**src/rtl/lfsr_prbs_checker_ref_lfsr.sv**
```systemverilog
// Local reference Galois LFSR; same update rule as the upstream generator,
// but only steps when Advance is high so the checker can slip bits.
module prbs_ref_lfsr #(
   parameter int unsigned          Length          = 8,
   parameter logic [Length-1:0]    Initial_State   = 8'b1001_0001,
   parameter logic [Length-1:0]    Tap_Coefficient = 8'b1111_0011
) (
   input  logic Clock,
   input  logic Reset,
   input  logic Advance,
   output logic Y
);

   // Bit i holds cell i+1, so the output cell Ref[Length] is the MSB.
   logic [Length-1:0] ref_q;
   logic [Length-1:0] ref_d;

   // Next reference value: internal-XOR feedback from the last cell.
   always_comb begin
      ref_d = ref_q;
      if (Advance) begin
         ref_d[0] = ref_q[Length-1];
         for (int unsigned i = 1; i < Length; i++) begin
            ref_d[i] = ref_q[i-1] ^ (Tap_Coefficient[Length-i] & ref_q[Length-1]);
         end
      end
   end

   // Reference state register with synchronous active-low reset.
   always_ff @(posedge Clock) begin
      if (!Reset) begin
         ref_q <= Initial_State;
      end else begin
         ref_q <= ref_d;
      end
   end

   assign Y = ref_q[Length-1];

endmodule

```
**config.mk**
```make
export PLATFORM = sky130hd
export DESIGN_NAME = prbs_ref_lfsr
export DESIGN_NICKNAME = d
export VERILOG_FILES = /design/src/rtl/lfsr_prbs_checker_ref_lfsr.sv
export SDC_FILE = /design/constraint.sdc
export NUM_CORES = 1
export LEC_CHECK = 0
export ABC_CLOCK_PERIOD_IN_PS = 2029
export BUFFER_PORTS_ARGS = -buffer_cell sky130_fd_sc_hd__buf_2
export CORE_MARGIN = 3
export CORE_UTILIZATION = 25
export DETAILED_ROUTE_END_ITERATION = 8
export GPL_TIMING_DRIVEN = 0
export SLEW_MARGIN = 40
export SYNTH_ARGS = -nofsm -noshare
export SYNTH_HDL_FRONTEND = slang
export SYNTH_SLANG_ARGS = --single-unit
```
**constraint.sdc**
```tcl
create_clock -name Clock -period 2.03 [get_ports Clock]
set_input_delay 0 -clock Clock [delete_from_list [all_inputs] [get_ports Clock]]
set_output_delay 0 -clock Clock [all_outputs]
set_load 0.01 [all_outputs]
```
# Word-level counts from Yosys, hierarchy flattened

Index checks and enable logic that the tools add are counted.
W data, S select, Z words.

Bits of input ports: 3
Output and inout port bits: 1
Flip-flop bits (word level): 8
Logic and storage cells: 6

Bitwise operators: 5

Operator list:

| kind          | number |
|---|---|
| $xor A1 B1 Y1 | 5 |

# Longest topological paths before layout

Gate-level depths: netlist (run 1).

Depth after elaboration: 1
Gate-level depth with buffers: 3
Depth with buffers taken out: 2

# Worst setup path after synthesis (run 1)

No wires, ideal clock.

Kind: register to register
Start: register ref_q[7]
End: register ref_q[7]
Path buffers: 1
Setup time: 0.118 ns
Slack: 1.188 ns
Stages on the path, launching flop included: 4
Clock period less this slack: 0.842 ns
Data required time: 1.912 ns
Arrival: 0.724 ns
Path through: dfxtp_1 > buf_4 > and3_2 > o21ai_1

Cells in the longest elaborated chain, start to end: 1

Ends and longest elaborated chain:

| what                   | RTL line | RTL |
|---|---|---|
| start, declared        | 15       | `logic [Length-1:0] ref_q;` |
| start signal, assigned | 32       | `ref_q <= Initial_State;` |
| start signal, assigned | 34       | `ref_q <= ref_d;` |
| $xor A1 B1 Y1          | 24       | `ref_d[i] = ref_q[i-1] ^ (Tap_Coefficient[Length-i] & ref_q[Length-1]);` |

Every way passes these cells.
A chain may end at the register's enable or synchronous reset.

==> results of run 1 <==
## final cells by class
class | count | share of cell area [%]
repair buffers | 4 | 6.41
plain buffers | 2 | 4.81
flip-flops and latches | 8 | 41.0
clock buffers | 3 | 5.77
multi-input cells | 21 | 37.5
well taps | 14 | 4.49
## timing repair
action                                  CTS  global route
hold buffers                              1             0
hold endpoints to repair                  1             0
endpoints found under the setup margin    0             0
## cell families after synthesis
| logic type | after synthesis |
|---|---|
| AOI/OAI and AO/OA | 9 |
| xor gates and xnor gates | 4 |
| buffers and inverters | 2 |
| DFF | 8 |
| muxes | 3 |
| and+or+nand+nor | 5 |
## per-layer routing
layer | vias up | routed length (µm) | GRT usage, % | share of wire [%]
met5 | - | 0 | 0 | 0
met2 | 6 | 200 | 8.64 | 38
met4 | 0 | 0 | 1.86 | 0
met3 | 0 | 42 | 7.30 | 8.0
li1 | 122 | - | - | -
met1 | 97 | 284 | 8.48 | 54
## cells in the final DEF (no fill, tap or decap)
cell type      netlist  layout
buf_6                1       1
dfxtp_1              8       8
buf_2                0       3
a21oi_1              4       4
mux2i_1              3       3
nand2_1              1       1
clkbuf_4             0       3
buf_4                1       1
nor2b_1              2       2
o21ai_2              1       1
xnor2_1              4       4
dlygate4sd3_1        0       1
nor3b_1              1       1
o21ai_1              3       3
a31oi_1              1       1
and3_2               1       1
## worst paths after layout
kind         slack (ns)       end     start
max                1.21  ref_q[4]     Reset
min reg2reg        0.50  ref_q[0]  ref_q[0]
min                0.11  ref_q[6]   Advance
max reg2reg        1.21  ref_q[7]  ref_q[7]
## tightest hold or removal path, delay by kind of cell
| family | cells | cell delay [ns] |
|---|---|---|
| buffers and inverters | 1 | 0.14 |
| multiplexers | 1 | 0.09 |
| AND/OR/NAND/NOR | 1 | 0.10 |
## report_power, final
part	internal, µW	total, µW	switching, µW	leakage [µW]
combinational	19.2	35.2	16.0	0.0000765
sequential	167	173	5.97	0.0000660
clock	67.5	120	52.3	0.0000138
## metrics by stage
step / cells / power (µW) / hold slack (ns)
2_1_floorplan: 31 / 201 / 0.0619
3_3_place_gp: 48 / 210 / 0.247
3_5_place_dp: 48 / 211 / 0.255
4_1_cts: 52 / 338 / 0.0997
5_1_grt: 52 / 349 / 0.128
6_report: 52 / 328 / 0.109
==> flow_metrics.tcl, run 1 <==
set metrics [dict create \
    totalWireLength_um 527 \
    crit_path_start_kind "input port" \
    worstMarginPinSlew_ns 0.131 \
    rsz0062_at_grt "false" \
    globalplace.congestion 0.582 \
    dieHeight_um 42.1 \
    cts.clk_slew.worst_paths_ns 0.05 \
    slew_viol_final 0 \
    multi_input_area_um2 146 \
    crit_fanout 9 \
    grt_pass1_wl_um 917 \
    vias_per_cell 4.33 \
    cts.path.max_buffers 2 \
    fp-row-count 12 \
    antenna_cells 0 \
    p_leak_uw 0.000156 \
    synth_mux_area_share_pct 9.23 \
    syn_nets 34 \
    maxCapViolations 0 \
    path_delay_family "buffers and inverters" \
    drive_above_1_share_pct 26.3 \
    top_register "ref_q" \
    start_util_pct 28.1 \
    synthAdderAreaFrac_pct 0 \
    peakVddDrop_mv 0.380 \
    critPathRequiredTime_ns 2.16 \
    track_usage_pct 7.12 \
    setup_violations 0 \
    arrival_ns 0.95 \
    synthTopCellsByCount "8 x dfxtp_1, 4 x a21oi_1, 4 x xnor2_1, 3 x mux2i_1, 3 x o21ai_1" \
    yosysTopAreaCell "dfxtp_1" \
    die_w_um 42.1 \
    final_core_util_pct 33.8 \
    ys_ff_latch 8 \
    dpl_cell_area_um2 358 \
    syn_inst 31 \
    timing.setup.tns_ns 0 \
    synth_flop_cell "dfxtp_1" \
    endpoint_kind "flip-flop" \
    timing.final.crit_share_pct 40.2 \
    postSynthAreaPerCell_um2 10.5 \
    crit_path_cell_trace "dlygate4sd3_1, buf_2, nor3b_1, a31oi_1" \
    slowest_stage "dlygate4sd3_1" \
    cp_num_cells 4 \
    die_area_um2 1770 \
    firstDrtPassIters 2 \
    reg_top3 "ref_q (8)" \
    io_buffers 3 \
    outcome "finished, final reports clean" \
    cts_tree "built" \
    hold_violations 0 \
    async_reset_ff_share_pct 0 \
    layout-area-overhead-vs-synth_pct 20.0 \
    fillers 118 \
    syn_area_um2 325 \
    path_buf_inv 2 \
    antenna_found_initial 0 \
    postRouteAntennaNets 0 \
    r2r_cells 3 \
    synthTopCellsByArea "dfxtp_1 49%, xnor2_1 11%, mux2i_1 9.2%" \
    clock_latency_ns 0.25 \
    synth_edf_count 0 \
    worstHoldPathCells 3 \
    cts_resized 0 \
    yosys.area_share.xor_xnor_pct 10.8 \
    design_area_um2 390 \
    nets 43 \
    worstSetupPathType "input port to flip-flop" \
    grt_pass1_vias 217 \
    cts_setup_buffers 0 \
    hold_class "input port to flip-flop" \
    power_density_nw_per_um2 841 \
    synth_simple_gate_area_share_pct 9.62 \
    fmax_mhz 1230 \
    numClockSinks 8 \
    drt_iter0_markers 1 \
    synth.distinct_cells 13 \
    worst_slack_ns 1.21 \
    coreArea_um2 1160 \
    synth-compound-area-share_pct 15.4 \
    yosysMostFrequentCell "dfxtp_1" \
    drc 0 \
    seqCellArea_um2 160 \
    overflow 0 \
    wl_per_cell_um 10.1 \
    grt_max_degree 11 \
    synth_top_family_by_area "compound AO/OA/AOI/OAI gates" \
    synth_top_cell_area_share_pct 49.2 \
    largest_register_ffs 8 \
    numCtsBuffers 3 \
    cts_root_buffer "clkbuf_4" \
    vias 225 \
    ios 4 \
    min_period_ns 0.816 \
    ys_seq_area_share_pct 49.2 \
    critPathMaxStageDelay_ns 0.52 \
    relSlewSlack_pct 91.0 \
    pre_cts_slack_ns 1.22 \
    h-tree-depth 1 \
    finClkSkew_ns 0.00366 \
    ys_warn_count 0 \
]
No activity file was read; power rests on OpenSTA's default activity.
==> inputs of run 2 (changes only) <==
Settings changed: ABC_CLOCK_PERIOD_IN_PS 2029 to 800.
Clock period 2.03 ns to 0.8 ns, I/O delays scaled along.
==> run 2 against run 1 <==
  * Hold slack lost 0.092 ns
  * Highest routed layer unchanged
  * Sequential power grew to 2.5 times the previous value
  * Sequential share of layout area shrank 0.20 points
  * Sequential cell count is the same
  * Total power grew to 2.5 times the previous value
==> flow_metrics.tcl, run 2 (synthesis results as in run 1) <==
set metrics [dict create \
    antenna_cells 0 \
    crit_path_start "ref_q[7]" \
    drt_iter0_markers 3 \
    fp-row-count 12 \
    critPathMaxStageDelay_ns 0.32 \
    cts.clk_slew.worst_paths_ns 0.05 \
    multi_input_area_um2 146 \
    min_period_ns 0.792 \
    r2r-start "ref_q[7]" \
    cts.path.max_buffers 2 \
    hold_violations 0 \
    die_area_um2 1770 \
    hold_start "Reset" \
    die_w_um 42.1 \
    p_leak_uw 0.000158 \
    whs_ns 0.0166 \
    peakVddDrop_mv 0.769 \
    vias 226 \
    cts_tree "built" \
    seqCellArea_um2 161 \
    rsz0062_at_grt "true" \
    layout_commonest_cell "dfxtp_1" \
    drc 0 \
    worstMarginPinSlew_ns 0.154 \
    antenna_found_initial 0 \
    slew_viol_final 0 \
    ios 4 \
    reg_top3 "ref_q (8)" \
    crit_path_start_kind "flip-flop" \
    start_util_pct 28.1 \
    timing.final.crit_share_pct 99.1 \
    dieHeight_um 42.1 \
    nets 43 \
    hold_class "input port to flip-flop" \
    coreArea_um2 1160 \
    fmax_mhz 1260 \
    totalWireLength_um 486 \
    finClkSkew_ns 0.000950 \
    numClockSinks 8 \
    crit_fanout 7 \
    crit_path_cell_trace "buf_6, xnor2_1, a21oi_1" \
    layout-area-overhead-vs-synth_pct 21.5 \
    grt_pass1_wl_um 910 \
    firstDrtPassIters 2 \
    postRouteAntennaNets 0 \
    numCtsBuffers 3 \
    relSlewSlack_pct 89.7 \
    grt_pass1_vias 210 \
    mostFrequentLayoutCells "7 x dfxtp_1, 4 x xnor2_1, 4 x a21oi_1" \
    power_density_nw_per_um2 2080 \
    track_usage_pct 7.14 \
    setup_violations 0 \
    wl_per_cell_um 9.35 \
    worstSetupPathType "flip-flop to flip-flop" \
    vias_per_cell 4.35 \
    fillers 117 \
    overflow 0 \
    cts_root_buffer "clkbuf_4" \
    outcome "finished, final reports clean" \
    clock_latency_ns 0.24 \
    endpoint_kind "flip-flop" \
    drive_above_1_share_pct 28.9 \
    timing.setup.tns_ns 0 \
    slowest_stage "dfxtp_2" \
    dp_hpwl_um 359 \
    globalplace.congestion 0.673 \
    h-tree-depth 1 \
    arrival_ns 0.93 \
    top_register "ref_q" \
    maxCapViolations 0 \
    critPathRequiredTime_ns 0.93 \
    cts_resized 0 \
    grt_max_degree 11 \
    io_buffers 3 \
    largest_register_ffs 8 \
]
run 2: cell types whose count changed in the layout (fill, tap and decap cells not counted):
cell     change
buf_4        -1
buf_6        +1
dfxtp_1      -1
dfxtp_2      +1
run 2: worst max-delay path, delay by kind of cell (launching register included):
family / cells / cell delay, ns
flip-flops: 1 / 0.32
AO/OA/AOI/OAI: 1 / 0.08
XOR/XNOR: 1 / 0.16
buffers and inverters: 1 / 0.13
run 2: through the flow:
step / util (%) / worst slack [ns] / cell area, µm² / total power (µW) / instances
finish: 34.2 / 0.00753 / 395 / 823 / 52
global route: 34.2 / -0.0494 / 395 / 872 / 52
CTS: 34.2 / 0.00113 / 395 / 839 / 52
detailed placement: 31.4 / 0.0122 / 363 / 535 / 48
global placement: 31.4 / 0.0179 / 363 / 531 / 48
floorplan: - / 0.0133 / 330 / 511 / 31
run 2: power by group:
part / total [µW] / internal, µW / leakage (µW) / switching [µW]
Clock: 293 / 171 / 0.0000138 / 122
Sequential: 440 / 425 / 0.0000655 / 15.4
Combinational: 90.0 / 49.9 / 0.0000783 / 40.1
Total: 823 / 646 / 0.000158 / 178
run 2: timing repair:
action | CTS | global route
setup buffers | 0 | 0
setup endpoints to repair | 0 | 5
hold buffers | 1 | 0
hold endpoints to repair | 1 | 0
run 2: path summary, 6_finish.rpt:
kind	to	cells after the start	slack [ns]
worst min register to register	ref_q[0]	2	0.49
worst max register to register	ref_q[3]	3	0.008
worst max-delay path	ref_q[3]	3	0.008
worst min-delay path	ref_q[7]	2	0.02
run 2: final cells by class:
type | count | area share, %
multi-input combinational | 21 | 37.0
tap | 14 | 4.43
buffer | 2 | 5.70
clock buffer | 3 | 5.70
timing repair buffer | 4 | 6.33
sequential | 8 | 40.8
run 2: per-layer routing:
layer	GRT usage, %	wire [µm]	part of all wire (%)	vias to the layer above
met5	0	0	0	-
met4	7.45	0	0	0
met3	3.00	30	6.2	0
met2	7.72	207	43	4
met1	9.56	248	51	98
li1	-	-	-	124
==> inputs of run 3 (changes only) <==
Settings changed: BUFFER_PORTS_ARGS -buffer_cell sky130_fd_sc_hd__buf_2 to not set, CORE_MARGIN 3 to not set, DONT_BUFFER_PORTS set to 1.
==> run 3 against run 2 <==
  * The run now ends with negative hold slack, negative setup slack left
  * First-iteration DRC count is 67% lower
  * Clock-buffer cell count stayed put
  * Sequential cell count unchanged
  * Sequential share of layout area rose by 1.1 points
  * Wire length increased by 15%
  * Combinational power fell by 12%
  * Highest routed layer unchanged
==> flow_metrics.tcl, run 3 (synthesis results as in run 1) <==
set metrics [dict create \
    p_leak_uw 0.000149 \
    p_sw_uw 183 \
    worstSetupPathType "flip-flop to flip-flop" \
    numCtsBuffers 3 \
    h-tree-depth 1 \
    coreArea_um2 1160 \
    dieHeight_um 38.1 \
    setup_violations 5 \
    endpoint_kind "flip-flop" \
    worstMarginPinSlew_ns 0.166 \
    grt_max_degree 11 \
    antenna_found_initial 0 \
    peakVddDrop_mv 0.770 \
    totalWireLength_um 559 \
    reg_top3 "ref_q (8)" \
    die_area_um2 1450 \
    fp-row-count 12 \
    outcome "finished, violations left" \
    dp_hpwl_um 380 \
    clockPowerShare_pct 36.8 \
    drive_above_1_share_pct 29.4 \
    slew_viol_final 0 \
    total_power_uw 827 \
    critPathMaxStageDelay_ns 0.36 \
    nets 39 \
    relSlewSlack_pct 88.9 \
    start_util_pct 28.1 \
    maxCapViolations 0 \
    die_w_um 38.1 \
    vias_per_cell 4.60 \
    mostFrequentLayoutCells "7 x dfxtp_1, 4 x a21oi_1, 3 x xnor2_1, 3 x mux2i_1, 3 x clkbuf_4" \
    rsz0062_at_grt "true" \
    crit_path_start_kind "flip-flop" \
    hold_violations 8 \
    drt_iter0_markers 1 \
    critPathRequiredTime_ns 0.94 \
    antenna_cells 0 \
    p_int_uw 644 \
    grt_pass1_wl_um 931 \
    seqPwrFrac_pct 53.7 \
    globalplace.congestion 0.644 \
    violations "negative hold slack, negative setup slack" \
    arrival_ns 0.98 \
    top_register "ref_q" \
    timing.setup.tns_ns -0.135 \
    wl_per_cell_um 11.6 \
    crit_path_cell_trace "buf_6, and3_4, o21ai_2" \
    path_buf_inv 1 \
    slowest_stage "dfxtp_2" \
    drc 0 \
    overflow 0 \
    largest_register_ffs 8 \
    track_usage_pct 10.6 \
    grt_pass1_vias 233 \
    path_delay_family "flip-flops" \
    min_period_ns 0.842 \
    crit_fanout 7 \
    timing.final.crit_share_pct 105 \
    hold_class "input port to flip-flop" \
    cts.path.max_buffers 2 \
    numClockSinks 8 \
    combPwrFrac_pct 9.6 \
    power_density_nw_per_um2 2150 \
    ios 4 \
    clock_latency_ns 0.25 \
    postRouteAntennaNets 0 \
    cts.clk_slew.worst_paths_ns 0.05 \
    io_buffers 0 \
    netSwitchingFraction_pct 22.1 \
    whs_ns -0.190 \
    layout-area-overhead-vs-synth_pct 18.5 \
    worst_slack_ns -0.0423 \
    firstDrtPassIters 2 \
    layout_commonest_cell "dfxtp_1" \
    finClkSkew_ns 0.00369 \
    cts_root_buffer "clkbuf_4" \
    vias 221 \
    fmax_mhz 1190 \
    cts_tree "built" \
]
-- run 3: power groups by stage --
stage	registers, µW	clock network (µW)	logic, µW
global route	447	354	85.7
floorplan	447	0	64.1
finish	444	304	79.3
detailed placement	451	0	71.7
CTS	442	321	74.5
global placement	449	0	68.3
-- run 3: stage by stage --
stage	utilization [%]	instances	worst slack [ns]	instance area, µm²
after detailed placement	30.1	45	-0.0273	348
after CTS	32.7	48	-0.0365	378
after global placement	30.1	45	-0.0111	348
final	33.3	48	-0.0423	385
after floorplan	-	31	0.0133	330
after global routing	33.3	48	-0.0901	385
-- run 3: what timing repair did --
item                                    in CTS  in global routing
endpoints found under the setup margin       5                  6
buffers inserted                             0                  0
resized for setup                            2                  1
pin swaps                                    0                  1
hold endpoints to repair                     8                  8
-- run 3: routing by layer --
metal / track usage, % / up-vias / wire length (µm)
met1: 10.4 / 100 / 214
met3: 11.0 / 0 / 61
li1: - / 113 / -
met2: 15.3 / 8 / 284
met4: 2.68 / 0 / 0
met5: 0 / - / 0
-- run 3: final timing paths --
check,slack (ns),cells after the start,start,end
worst max-delay path,-0.04,3,ref_q[7],ref_q[7]
worst min-delay path,-0.19,1,Reset,ref_q[7]
worst max register to register,-0.04,3,ref_q[7],ref_q[7]
worst min register to register,0.49,2,ref_q[0],ref_q[0]
-- run 3: cell type report --
type                    instances  area (µm²)
flip-flops and latches          8         161
clock buffers                   3        22.5
well taps                      14        17.5
plain buffers                   2        22.5
multi-input cells              21         161
fillers                       124         771
